File: config.mk
export PLATFORM = sky130hd
export DESIGN_NAME = ifetch_queue
export DESIGN_NICKNAME = d
export VERILOG_FILES = /design/src/rtl/ifetch_queue.sv
export SDC_FILE = /design/constraint.sdc
export NUM_CORES = 1
export LEC_CHECK = 0
export CORE_MARGIN = 8
export CORE_UTILIZATION = 45
export CTS_CLUSTER_SIZE = 12
export DETAILED_ROUTE_END_ITERATION = 10
export PLACE_DENSITY = 0.67
export SYNTH_ARGS = -nofsm -noshare
export SYNTH_HDL_FRONTEND = slang
export SYNTH_SLANG_ARGS = --single-unit
File: constraint.sdc
create_clock -name clk -period 3.1 [get_ports clk]
set_input_delay 0.93 -clock clk [delete_from_list [all_inputs] [get_ports clk]]
set_output_delay 0.93 -clock clk [all_outputs]
set_load 0.02 [all_outputs]
File: src/rtl/ifetch_queue.sv
// Instruction-fetch front end: sequential word fetches into a DEPTH-entry prefetch FIFO, drained by decode over valid/ready.
// Optional feature macro IFQ_BYPASS_EN: an empty FIFO forwards a fresh fetch response straight to decode in the same cycle.
module ifetch_queue #(
    parameter int              XLEN     = 32,
    parameter int              DEPTH    = 4,
    parameter logic [XLEN-1:0] RESET_PC = '0
) (
    input  logic            clk,
    input  logic            nrst,
    output logic            imem_ren,
    output logic [XLEN-1:0] imem_addr,
    input  logic            ihit,
    input  logic [XLEN-1:0] imem_load,
    input  logic            redirect_en,
    input  logic [XLEN-1:0] redirect_addr,
    output logic            inst_valid,
    output logic [XLEN-1:0] inst,
    output logic [XLEN-1:0] inst_pc,
    input  logic            inst_ready
);
    localparam int              AW  = $clog2(DEPTH);
    localparam logic [XLEN-1:0] NOP = XLEN'(32'h0000_0013);

    typedef enum logic [1:0] {IDLE, REQ, DROP} state_t;

    state_t          state;
    logic [XLEN-1:0] fetch_pc;
    logic [XLEN-1:0] req_addr;
    logic [XLEN-1:0] pc_mem   [DEPTH];
    logic [XLEN-1:0] inst_mem [DEPTH];
    logic [AW-1:0]   wr_ptr;
    logic [AW-1:0]   rd_ptr;
    logic [AW:0]     count;

    logic [XLEN-1:0] target;
    logic            fifo_empty;
    logic            byp_valid;
    logic            resp_ok;
    logic            push;
    logic            pop;
    logic [AW:0]     count_after;
    logic            space_next;
    logic            unused_bits;

    assign target      = {redirect_addr[XLEN-1:2], 2'b00};
    assign unused_bits = ^redirect_addr[1:0];
    assign fifo_empty  = (count == '0);
    assign resp_ok     = (state == REQ) && ihit && !redirect_en;

`ifdef IFQ_BYPASS_EN
    assign byp_valid = fifo_empty && resp_ok;
`else
    assign byp_valid = 1'b0;
`endif

    // A bypassed word that decode takes immediately never occupies a FIFO slot.
    assign push        = resp_ok && !(byp_valid && inst_ready);
    assign pop         = !fifo_empty && inst_ready && !redirect_en;
    assign count_after = count + (AW+1)'(push) - (AW+1)'(pop);
    assign space_next  = count_after < (AW+1)'(DEPTH);

    assign imem_ren   = (state != IDLE);
    assign imem_addr  = req_addr;
    assign inst_valid = !fifo_empty || byp_valid;

    always_comb begin
        inst    = NOP;
        inst_pc = '0;
        if (!fifo_empty) begin
            inst    = inst_mem[rd_ptr];
            inst_pc = pc_mem[rd_ptr];
        end else if (byp_valid) begin
            inst    = imem_load;
            inst_pc = req_addr;
        end
    end

    // req_addr stays frozen while a request is outstanding, even if a redirect
    // retargets fetch_pc during DROP; the new target is issued only after ihit.
    always_ff @(posedge clk or negedge nrst) begin
        if (!nrst) begin
            state    <= IDLE;
            fetch_pc <= RESET_PC;
            req_addr <= RESET_PC;
        end else begin
            case (state)
                IDLE: begin
                    if (redirect_en) begin
                        fetch_pc <= target;
                        req_addr <= target;
                        state    <= REQ;
                    end else if (count < (AW+1)'(DEPTH)) begin
                        req_addr <= fetch_pc;
                        state    <= REQ;
                    end
                end
                REQ: begin
                    if (redirect_en) begin
                        fetch_pc <= target;
                        if (ihit) begin
                            req_addr <= target;
                            state    <= REQ;
                        end else begin
                            state <= DROP;
                        end
                    end else if (ihit) begin
                        fetch_pc <= fetch_pc + XLEN'(4);
                        if (space_next) begin
                            req_addr <= fetch_pc + XLEN'(4);
                            state    <= REQ;
                        end else begin
                            state <= IDLE;
                        end
                    end
                end
                DROP: begin
                    if (redirect_en) begin
                        fetch_pc <= target;
                    end
                    if (ihit) begin
                        req_addr <= redirect_en ? target : fetch_pc;
                        state    <= REQ;
                    end
                end
                default: state <= IDLE;
            endcase
        end
    end

    always_ff @(posedge clk or negedge nrst) begin
        if (!nrst) begin
            wr_ptr <= '0;
            rd_ptr <= '0;
            count  <= '0;
        end else if (redirect_en) begin
            wr_ptr <= '0;
            rd_ptr <= '0;
            count  <= '0;
        end else begin
            if (push) begin
                wr_ptr <= wr_ptr + 1'b1;
            end
            if (pop) begin
                rd_ptr <= rd_ptr + 1'b1;
            end
            count <= count_after;
        end
    end

    always_ff @(posedge clk) begin
        if (push) begin
            pc_mem[wr_ptr]   <= req_addr;
            inst_mem[wr_ptr] <= imem_load;
        end
    end

endmodule

Yosys cells after proc, flatten, opt, wreduce, memory -nomap -nowiden --
Memory sizes are Yosys's and may differ from the RTL's. Cells that the tools add are included.
Storage, ports and cells: bits in registers 73, bits in writable memories 256, input bits 69, output and inout port bits 98, word-level logic and storage cells 68, memories kept 2
Memories:
- inst_mem | words 4, width 32, rd ports 1, clocked after memory_dff 0, wr ports 1, line 30 | logic [XLEN-1:0] inst_mem [DEPTH];
- pc_mem | words 4, width 32, rd ports 1, clocked after memory_dff 0, wr ports 1, line 29 | logic [XLEN-1:0] pc_mem [DEPTH];
Cells by class: $add $sub $neg 5, $lt $le $gt $ge 2, equal/unequal tests 7, multiplexer cells 29, reductions and logical operators 17
Operators with widths (number):
- 32-bit two-way mux | 12
- 32-bit one-hot mux with 3 select lines | 1
- 32-bit one-hot mux with 2 select lines | 1
- 32-bit by 3-bit adder with 32-bit output, second input constant | 1
- 2-bit two-way mux | 10
- 3-bit != test, second input constant | 3
- 2-bit nonzero test | 4
- 3-bit less-than comparator, second input constant | 2
- 2-bit one-hot mux with 3 select lines | 1
- 5-bit AND reduction | 1
- 2-bit by 1-bit adder with 2-bit output, second input constant | 2
- 1-bit logical AND | 4
- 2-bit != test, second input constant | 2
- 3-bit by 1-bit adder with 3-bit output | 1
- 3-bit logical NOT | 1
- 1-bit two-way mux | 3
- 3-bit two-way mux | 1
- 3-bit AND reduction | 1
- 3-bit nonzero test | 1
- 3-bit by 1-bit subtractor with 3-bit output | 1
- 2-bit by 1-bit == test with 1-bit output, second input constant | 1
- 2-bit == test, second input constant | 1
- 1-bit logical NOT | 2
- 2-bit logical NOT | 1
- other kinds (2) | 2

Depth between registers and ports, before layout --
Gate-level depths: netlist of run 1.
word-level depth 10, depth in mapped cells 18, depth with buffers taken out 14

Worst setup path after synthesis of run 1 --
Ideal clock, no wire load.
kind input port to flip-flop, start input redirect_en, end register req_addr[3] (netlist: imem_addr[3]), library setup time 125 ps, data arrival time 3944 ps, setup slack -968 ps, stages 16, path buffers 6, path through clkbuf_1 -> buf_2 -> clkbuf_1 -> clkbuf_1 -> nor2_1 -> ha_1 -> inv_1 -> ha_1 -> inv_1 -> fa_1 -> xnor3_1 -> nor2_1 -> o21ba_2 -> buf_2 -> buf_4 -> mux2_2
Between the ends: cells in the longest elaborated chain, start to end 7, elaborated cells on any way between the ends 14
Ends and longest elaborated chain:
- from (decl) | line 14 | input logic redirect_en,
- 1-bit logical NOT | line 48, 58
- 1-bit logical AND | line 48 | assign resp_ok = (state == REQ) && ihit && !redirect_en;
- 3-bit by 1-bit adder with 3-bit output | line 59 | assign count_after = count + (AW+1)'(push) - (AW+1)'(pop);
- 3-bit by 1-bit subtractor with 3-bit output | line 59
- 3-bit less-than comparator | line 60 | assign space_next = count_after < (AW+1)'(DEPTH);
- 3-bit != test (no line)
- 5-bit AND reduction (no line)
- to (signal assigned) | line 90 | req_addr <= target;
- to (signal assigned) | line 93 | req_addr <= fetch_pc;
- to (signal assigned) | line 101 | req_addr <= target;
- to (decl) | line 28 | logic [XLEN-1:0] req_addr;
Parallel ways exist; a longest one is shown, timed or not. The select of a mux whose other input is x is not followed. A chain may end at the register's enable or synchronous reset.

Worst setup path after layout of run 1 --
start register rd_ptr[0], end output inst_pc[3]
Between the ends: cells in the longest elaborated chain, start to end 2
Ends and longest elaborated chain:
- from (decl) | line 32 | logic [AW-1:0] rd_ptr;
- from (signal assigned) | line 144 | rd_ptr <= rd_ptr + 1'b1;
- memory read 4 x 32 bit
- 32-bit two-way mux | line 69 | if (!fifo_empty) begin
- to (decl) | line 18 | output logic [XLEN-1:0] inst_pc,
No other way between the ends.

==> results of run 1 <==
## layer usage
layer	up-vias	track usage (%)	part of all wire, %	wire, um
met4	0	4.660	1.4	503
met2	282	30.34	49	17630
met5	-	0	0	0
met1	4640	25.54	44	15720
met3	43	3.731	6.2	2227
li1	4199	-	-	-
## critical path: stages (launching register included)
cell and delay [ns]:
dfrtp_4 0.52, buf_12 0.16, buf_12 0.13, buf_4 0.13, mux4_2 0.43, and2_1 0.17, buf_2 0.17
## flip-flops by register name, indices dropped and copies added (netlist names)
signal	flops
count	3
pc_mem	128
inst_mem	128
wr_ptr	2
imem_addr	32
state	2
rd_ptr	2
fetch_pc	32
## power by group
group	total, W	internal (W)	switching, W
Combinational	0.00639	0.00311	0.00328
Sequential	0.00640	0.00561	0.000785
Clock	0.00424	0.00253	0.00171
Total	0.0170	0.0113	0.00578
## kinds of logic after synthesis
family / synth area share [%]
AOI/OAI and AO/OA: 6.600
adders and majority gates: 0.7439
buffers and inverters: 2.872
DFF: 65.77
muxes: 11.67
and+or+nand+nor: 11.10
xor gates and xnor gates: 1.246
## how the worst max path moves through the flow
stage                                     start  cells past startpoint                        end  slack [ns]
after CTS                 rd_ptr[0]$_DFFE_PN0P_                      6                 inst_pc[2]       -0.14
final                     rd_ptr[0]$_DFFE_PN0P_                      6                 inst_pc[3]       -0.06
after floorplan                     redirect_en                     16   imem_addr[3]$_DFFE_PN0P_       -0.35
after global placement               inst_ready                     14  imem_addr[13]$_DFFE_PN0P_       -0.64
after detailed placement             inst_ready                     14  imem_addr[18]$_DFFE_PN0P_       -0.71
after global routing      rd_ptr[0]$_DFFE_PN0P_                      6                 inst_pc[3]       -0.10
## layout by cell type (no fill, tap or decap), types with 5 or more instances in the layout
master / netlist / final
xor2_1: 8 / 8
xnor2_1: 10 / 10
buf_4: 1 / 53
o21ai_0: 43 / 42
dfrtp_1: 73 / 71
buf_6: 0 / 24
inv_1: 21 / 21
or2_2: 8 / 5
o31ai_1: 11 / 9
buf_2: 16 / 31
nor4_1: 9 / 9
nand3_1: 16 / 16
mux2i_1: 19 / 19
nor2b_1: 7 / 7
clkbuf_16: 0 / 40
ha_1: 7 / 7
nor2_1: 45 / 42
a211oi_1: 5 / 5
nand4_1: 22 / 22
edfxtp_1: 256 / 256
clkdlybuf4s50_1: 0 / 97
and2_4: 0 / 20
nand2_1: 65 / 64
a31oi_1: 5 / 5
and2_1: 63 / 43
a221oi_1: 8 / 7
clkbuf_2: 3 / 10
o22ai_1: 5 / 5
mux4_2: 64 / 64
nor3_1: 25 / 24
a21oi_1: 33 / 33
buf_12: 0 / 21
nand2b_1: 6 / 6
clkbuf_1: 34 / 13
## layout make-up
type	instances	area, um2	area share [%]
tap	402	503.0	2.732
inverter	23	86.33	0.4690
sequential	329	9519	51.71
clock inverter	10	125.1	0.6797
multi-input combinational	555	4666	25.35
timing repair buffer	244	2454	13.33
clock buffer	55	1055	5.730
## stage by stage
stage | instance area, um2 | util [%] | setup slack [ns] | total power, W | setup TNS [ns]
after floorplan | 14540 | - | -0.3526 | 0.009761 | -10.02
after global placement | 16990 | 53.72 | -0.6427 | 0.01240 | -19.11
after detailed placement | 16990 | 53.72 | -0.7144 | 0.01250 | -20.05
after CTS | 18140 | 57.35 | -0.1389 | 0.01674 | -2.005
after global routing | 18410 | 58.18 | -0.1004 | 0.01786 | -1.825
final | 18410 | 58.18 | -0.06037 | 0.01703 | -0.2694
## timing repair
| item | 4_1_cts | 5_1_grt |
|---|---|---|
| resized for setup | 243 | 95 |
| gates cloned | 3 | 2 |
| buffers inserted | 6 | 10 |
| endpoints found under the setup margin | 93 | 83 |
| pin swaps | 2 | 17 |
==> reports/qor.yml, run 1 <==
synthesis:
  yosysMostFrequentCell: "edfxtp_1"
  synth_cell_types: 69
  ys_warn_count: 0
  ys_ff_latch: 329
  synth_edf_count: 256
  synth_area_leaders: "edfxtp_1, dfrtp_1, mux4_2"
  ys.flop_type: "edfxtp_1"
  synth_cells: 974
  syn_area_um2: 14470
  synth_top_area_share_pct: 53.14
  synth_nets: 1051
  ys_seq_area_share_pct: 65.77
  synth_area_per_cell_um2: 14.85
  synth_top_cell_by_area: "edfxtp_1"
  async_flop_share_pct: 22.19
  netlist_top_cells_count: "edfxtp_1, dfrtp_1, nand2_1"
routing:
  ant_nets: 0
  drc: 0
  vias_per_cell: 5.664
  num_vias: 9164
  drtIter0Drc: 675
  firstDrtPassIters: 5
  routedWlPerCell_um: 22.30
  routed_wl_mm: 36.08
power_and_ir_drop:
  peakVddDrop_mv: 0.5237
  cellPowerDensity_nw_per_um2: 925.2
  leakage_nw: 6.543
sta:
  fin_hold_ws_ns: 0.4166
  finalSetupViolations: 14
  fmax_mhz: 316.4
  hold_viol: 0
  rsz0062_at_grt: "yes"
  slew-limit-headroom_pct: 58.57
  min_period_over_period_pct: 101.9
  final_max_slew_viol_count: 0
  setup_ws_ns: -0.06037
  worstMarginPinSlew_ns: 0.6158
  period_minus_slack_ns: 3.160
  finClkSkew_ns: 0.01527
cts:
  cts_max_level: 2
  clkTransAtPathRegs_ns: 0.06
  cts_inserted_buffers: 37
  root_buffer: "clkbuf_16"
  postCtsHoldBufs: 0
  cts_buffer_depth: 3
  worstSkewPairLatency_ns: 0.53
  clock-sinks: 329
  tritoncts: "built"
setup_path:
  r2r_slack_ns: 0.18
  cp_data_arrival_time_ns: 2.23
  critPathMaxFanout: 4
  r2r_cells: 16
  reg2reg_from: "count[1]$_DFF_PN0_"
  crit_type: "flip-flop to output pin"
  critPathRequiredTime_ns: 2.17
  critPathLaunchType: "flip-flop"
  crit_path_end_kind: "output pin"
  r2r-end: "imem_addr[13]$_DFFE_PN0P_"
global_routing:
  grt_usage_pct: 18.66
  grt_pass1_wl_mm: 55.77
  grt_pass1_vias: 9341
  grt-ovfl-total: 0
  grt_max_degree: 56
  antenna_found_initial: 0
die:
  die-area_um2: 38140
  die_w_um: 195.3
  die_h_um: 195.3
  core_um2: 31640
  boundaryPins: 167
  core.rowCount: 65
  initial_core_util_pct: 45.72
final_layout:
  antenna_cells: 0
  final_nets: 1267
  stdcell_count: 1618
  areaGrowthSynthToFinish_pct: 27.26
  layout-drive-gt1-share_pct: 26.48
  fill_cells: 2498
placement:
  placedCellCount: 1533
  gp_congestion: 0.8798
  port_buffers: 164
  hpwl_mm: 23.95
status:
  failed_checks: "setup timing"
  status: "finished with violations"
min_path:
  holdCritPathClass: "primary input to async pin"
run:
  maxCapViolations: 0
(Power assumes the default switching activity.)
==> run 2: changes to the inputs <==
--- a/config.mk
+++ b/config.mk
@@ -7,2 +7,3 @@
 export LEC_CHECK = 0
+export ABC_CLOCK_PERIOD_IN_PS = 3100
 export CORE_MARGIN = 8
==> constraint.sdc (replaced) <==
create_clock -name clk -period 3.1 [get_ports clk]
set_input_delay 0.62 -clock clk [delete_from_list [all_inputs] [get_ports clk]]
set_output_delay 0.62 -clock clk [all_outputs]
set_load 0.02 [all_outputs]
==> run 2 against run 1 <==
The run now ends clean; non-clock buffer count fell by 19; cell count shrank 1.2%; clock power hardly changed; wire length down 3.0%; register-to-register slack worse by 0.02 ns; maximum frequency rose by 4.6%; first-iteration DRC count is 1.3% higher; clock skew down 0.0050 ns; utilization shrank 0.74 points; critical path depth shrank 2; sequential power is essentially flat; worst setup slack better by 0.14 ns.
==> reports/qor.yml, run 2 (synthesis results as in run 1) <==
cts:
  cts_max_level: 2  # unchanged
  cts_inserted_buffers: 37  # unchanged
  cts_buffer_depth: 3  # unchanged
  postCtsHoldBufs: 0  # unchanged
  root_buffer: "clkbuf_16"
  clkTransAtPathRegs_ns: 0.06  # about the same
  worstSkewPairLatency_ns: 0.52  # about the same
  clock-sinks: 329  # unchanged
  tritoncts: "built"
die:
  die_h_um: 195.3  # unchanged
  die-area_um2: 38140  # unchanged
  boundaryPins: 167  # unchanged
  core.rowCount: 65  # unchanged
  initial_core_util_pct: 45.72  # unchanged
  core_um2: 31640  # unchanged
  die_w_um: 195.3  # unchanged
power_and_ir_drop:
  leakage_nw: 6.535  # -0.12%
  cellPowerDensity_nw_per_um2: 905.5  # -2.1%
  peakVddDrop_mv: 0.5828  # +11%
final_layout:
  final_cell_mix: "edfxtp_1, clkdlybuf4s50_1, dfrtp_1"
  top_regs: "inst_mem (128), pc_mem (128)"
  final_area_um2: 18170  # -1.3%
  areaGrowthSynthToFinish_pct: 25.65
  final_nets: 1248  # -1.5%
  layout-drive-gt1-share_pct: 18.31  # -8.2 points
  layout_commonest_cell: "edfxtp_1"
  antenna_cells: 0  # unchanged
  fill_cells: 2500  # +0.080%
sta:
  slew-limit-headroom_pct: 42.87  # -16 points
  final_max_slew_viol_count: 0  # unchanged
  rsz0062_at_grt: "no"
  finClkSkew_ns: 0.01024  # -0.005030 ns
  fin_hold_ws_ns: 0.1094  # -0.3072 ns
  worstMarginPinSlew_ns: 0.8538  # +0.2381 ns
  fmax_mhz: 330.9  # +4.6%
  tns_ns: 0  # +0.2694 ns
  setup_ws_ns: 0.07776  # +0.1381 ns
  min_period_over_period_pct: 97.49  # -4.5 points
  finalSetupViolations: 0  # -14
  hold_viol: 0  # unchanged
  period_minus_slack_ns: 3.022  # -0.1381 ns
routing:
  ant_nets: 0  # unchanged
  routedWlPerCell_um: 21.91  # -1.7%
  drtIter0Drc: 684  # +1.3%
  drc: 0  # unchanged
  routed_wl_mm: 35.02  # -3.0%
  firstDrtPassIters: 5  # unchanged
  vias_per_cell: 5.737  # +1.3%
  num_vias: 9168  # +0.044%
setup_path:
  critPathLaunchType: "flip-flop"
  crit_type: "flip-flop to output pin"
  r2r_slack_ns: 0.16  # -0.02 ns
  cp_data_arrival_time_ns: 2.40  # +0.17 ns
  crit_path_end_kind: "output pin"
  critPathMaxFanout: 13  # +9
  critPathRequiredTime_ns: 2.48  # +0.31 ns
placement:
  dpl_cell_area_um2: 16880  # -0.67%
  dpl_worst_slack_ns: -0.3718  # +0.3425 ns
  port_buffers: 164  # unchanged
  hpwl_mm: 23.53  # -1.8%
  gp_congestion: 0.8915  # +1.3%
status:
  status: "finished clean"
min_path:
  holdCritPathClass: "primary input to async pin"
global_routing:
  grt_pass1_vias: 9298  # -0.46%
  grt-ovfl-total: 0  # unchanged
  grt_max_degree: 77  # +38%
  grt_usage_pct: 18.24  # -0.42 points
  antenna_found_initial: 0  # unchanged
  grt_pass1_wl_mm: 54.77  # -1.8%
run:
  maxCapViolations: 0  # unchanged
[run 2: cell count changes in the layout (fill, tap and decap cells not counted), sizes merged]
cell / before / now
buf: 133 / 61
bufbuf: 1 / 0
bufinv: 2 / 3
clkbuf: 67 / 51
clkdlybuf4s50: 97 / 114
clkinv: 7 / 13
clkinvlp: 1 / 0
dlygate4sd2: 1 / 36
dlymetal6s2s: 0 / 11
[run 2: per-stage QoR]
step	total power (W)	cells	util [%]
after floorplan	0.009755	974	-
after global placement	0.01233	1527	53.36
after detailed placement	0.01243	1527	53.36
after CTS	0.01655	1592	57.05
after global routing	0.01729	1598	57.45
final	0.01646	1598	57.45
[run 2: area by class of cell]
type	instances	area (um2)	share of cell area, %
Tap cell	402	503.0	2.767
Multi-Input combinational cell	555	4598	25.30
Timing Repair Buffer	225	2283	12.56
Clock buffer	48	1008	5.549
Clock inverter	16	172.7	0.9500
Inverter	23	86.33	0.4750
Sequential cell	329	9523	52.40
[run 2: path summary, 6_finish.rpt]
path | cells past startpoint | to | start
setup / recovery | 4 | inst[14] | rd_ptr[0]$_DFFE_PN0P_
hold / removal | 1 | state[1]$_DFFE_PN0P_ | nrst
setup reg to reg | 15 | imem_addr[12]$_DFFE_PN0P_ | count[2]$_DFF_PN0_
hold reg to reg | 1 | fetch_pc[1]$_DFFE_PN0P_ | fetch_pc[1]$_DFFE_PN0P_
max in group asynchronous | 2 | fetch_pc[5]$_DFFE_PN0P_ | nrst
min in group clk | 1 | fetch_pc[1]$_DFFE_PN0P_ | fetch_pc[1]$_DFFE_PN0P_
[run 2: power by group]
group / internal, W / switching (W)
clock: 0.00255 / 0.00168
combinational: 0.00273 / 0.00310
sequential: 0.00562 / 0.000785
[run 2: worst max-delay path: stages (launching register included)]
cell	delay (ns)
dfrtp_4	0.47
buf_12	0.19
mux4_2	0.50
and2_1	0.18
clkdlybuf4s50_1	0.54
[run 2: per-layer routing]
layer | GRT usage (%) | share of wire [%] | vias up
li1 | - | - | 4161
met1 | 25.16 | 43 | 4590
met2 | 29.87 | 48 | 365
met3 | 3.215 | 6.9 | 52
met4 | 4.351 | 1.8 | 0
met5 | 0 | 0 | -
[run 2: timing repair]
item | in CTS | in global routing
cloned | 0 | 1
gates resized for setup | 44 | 21
setup buffers | 1 | 5
pin swaps | 1 | 1
hold endpoints to repair | 0 | 0
endpoints found under the setup margin | 71 | 46
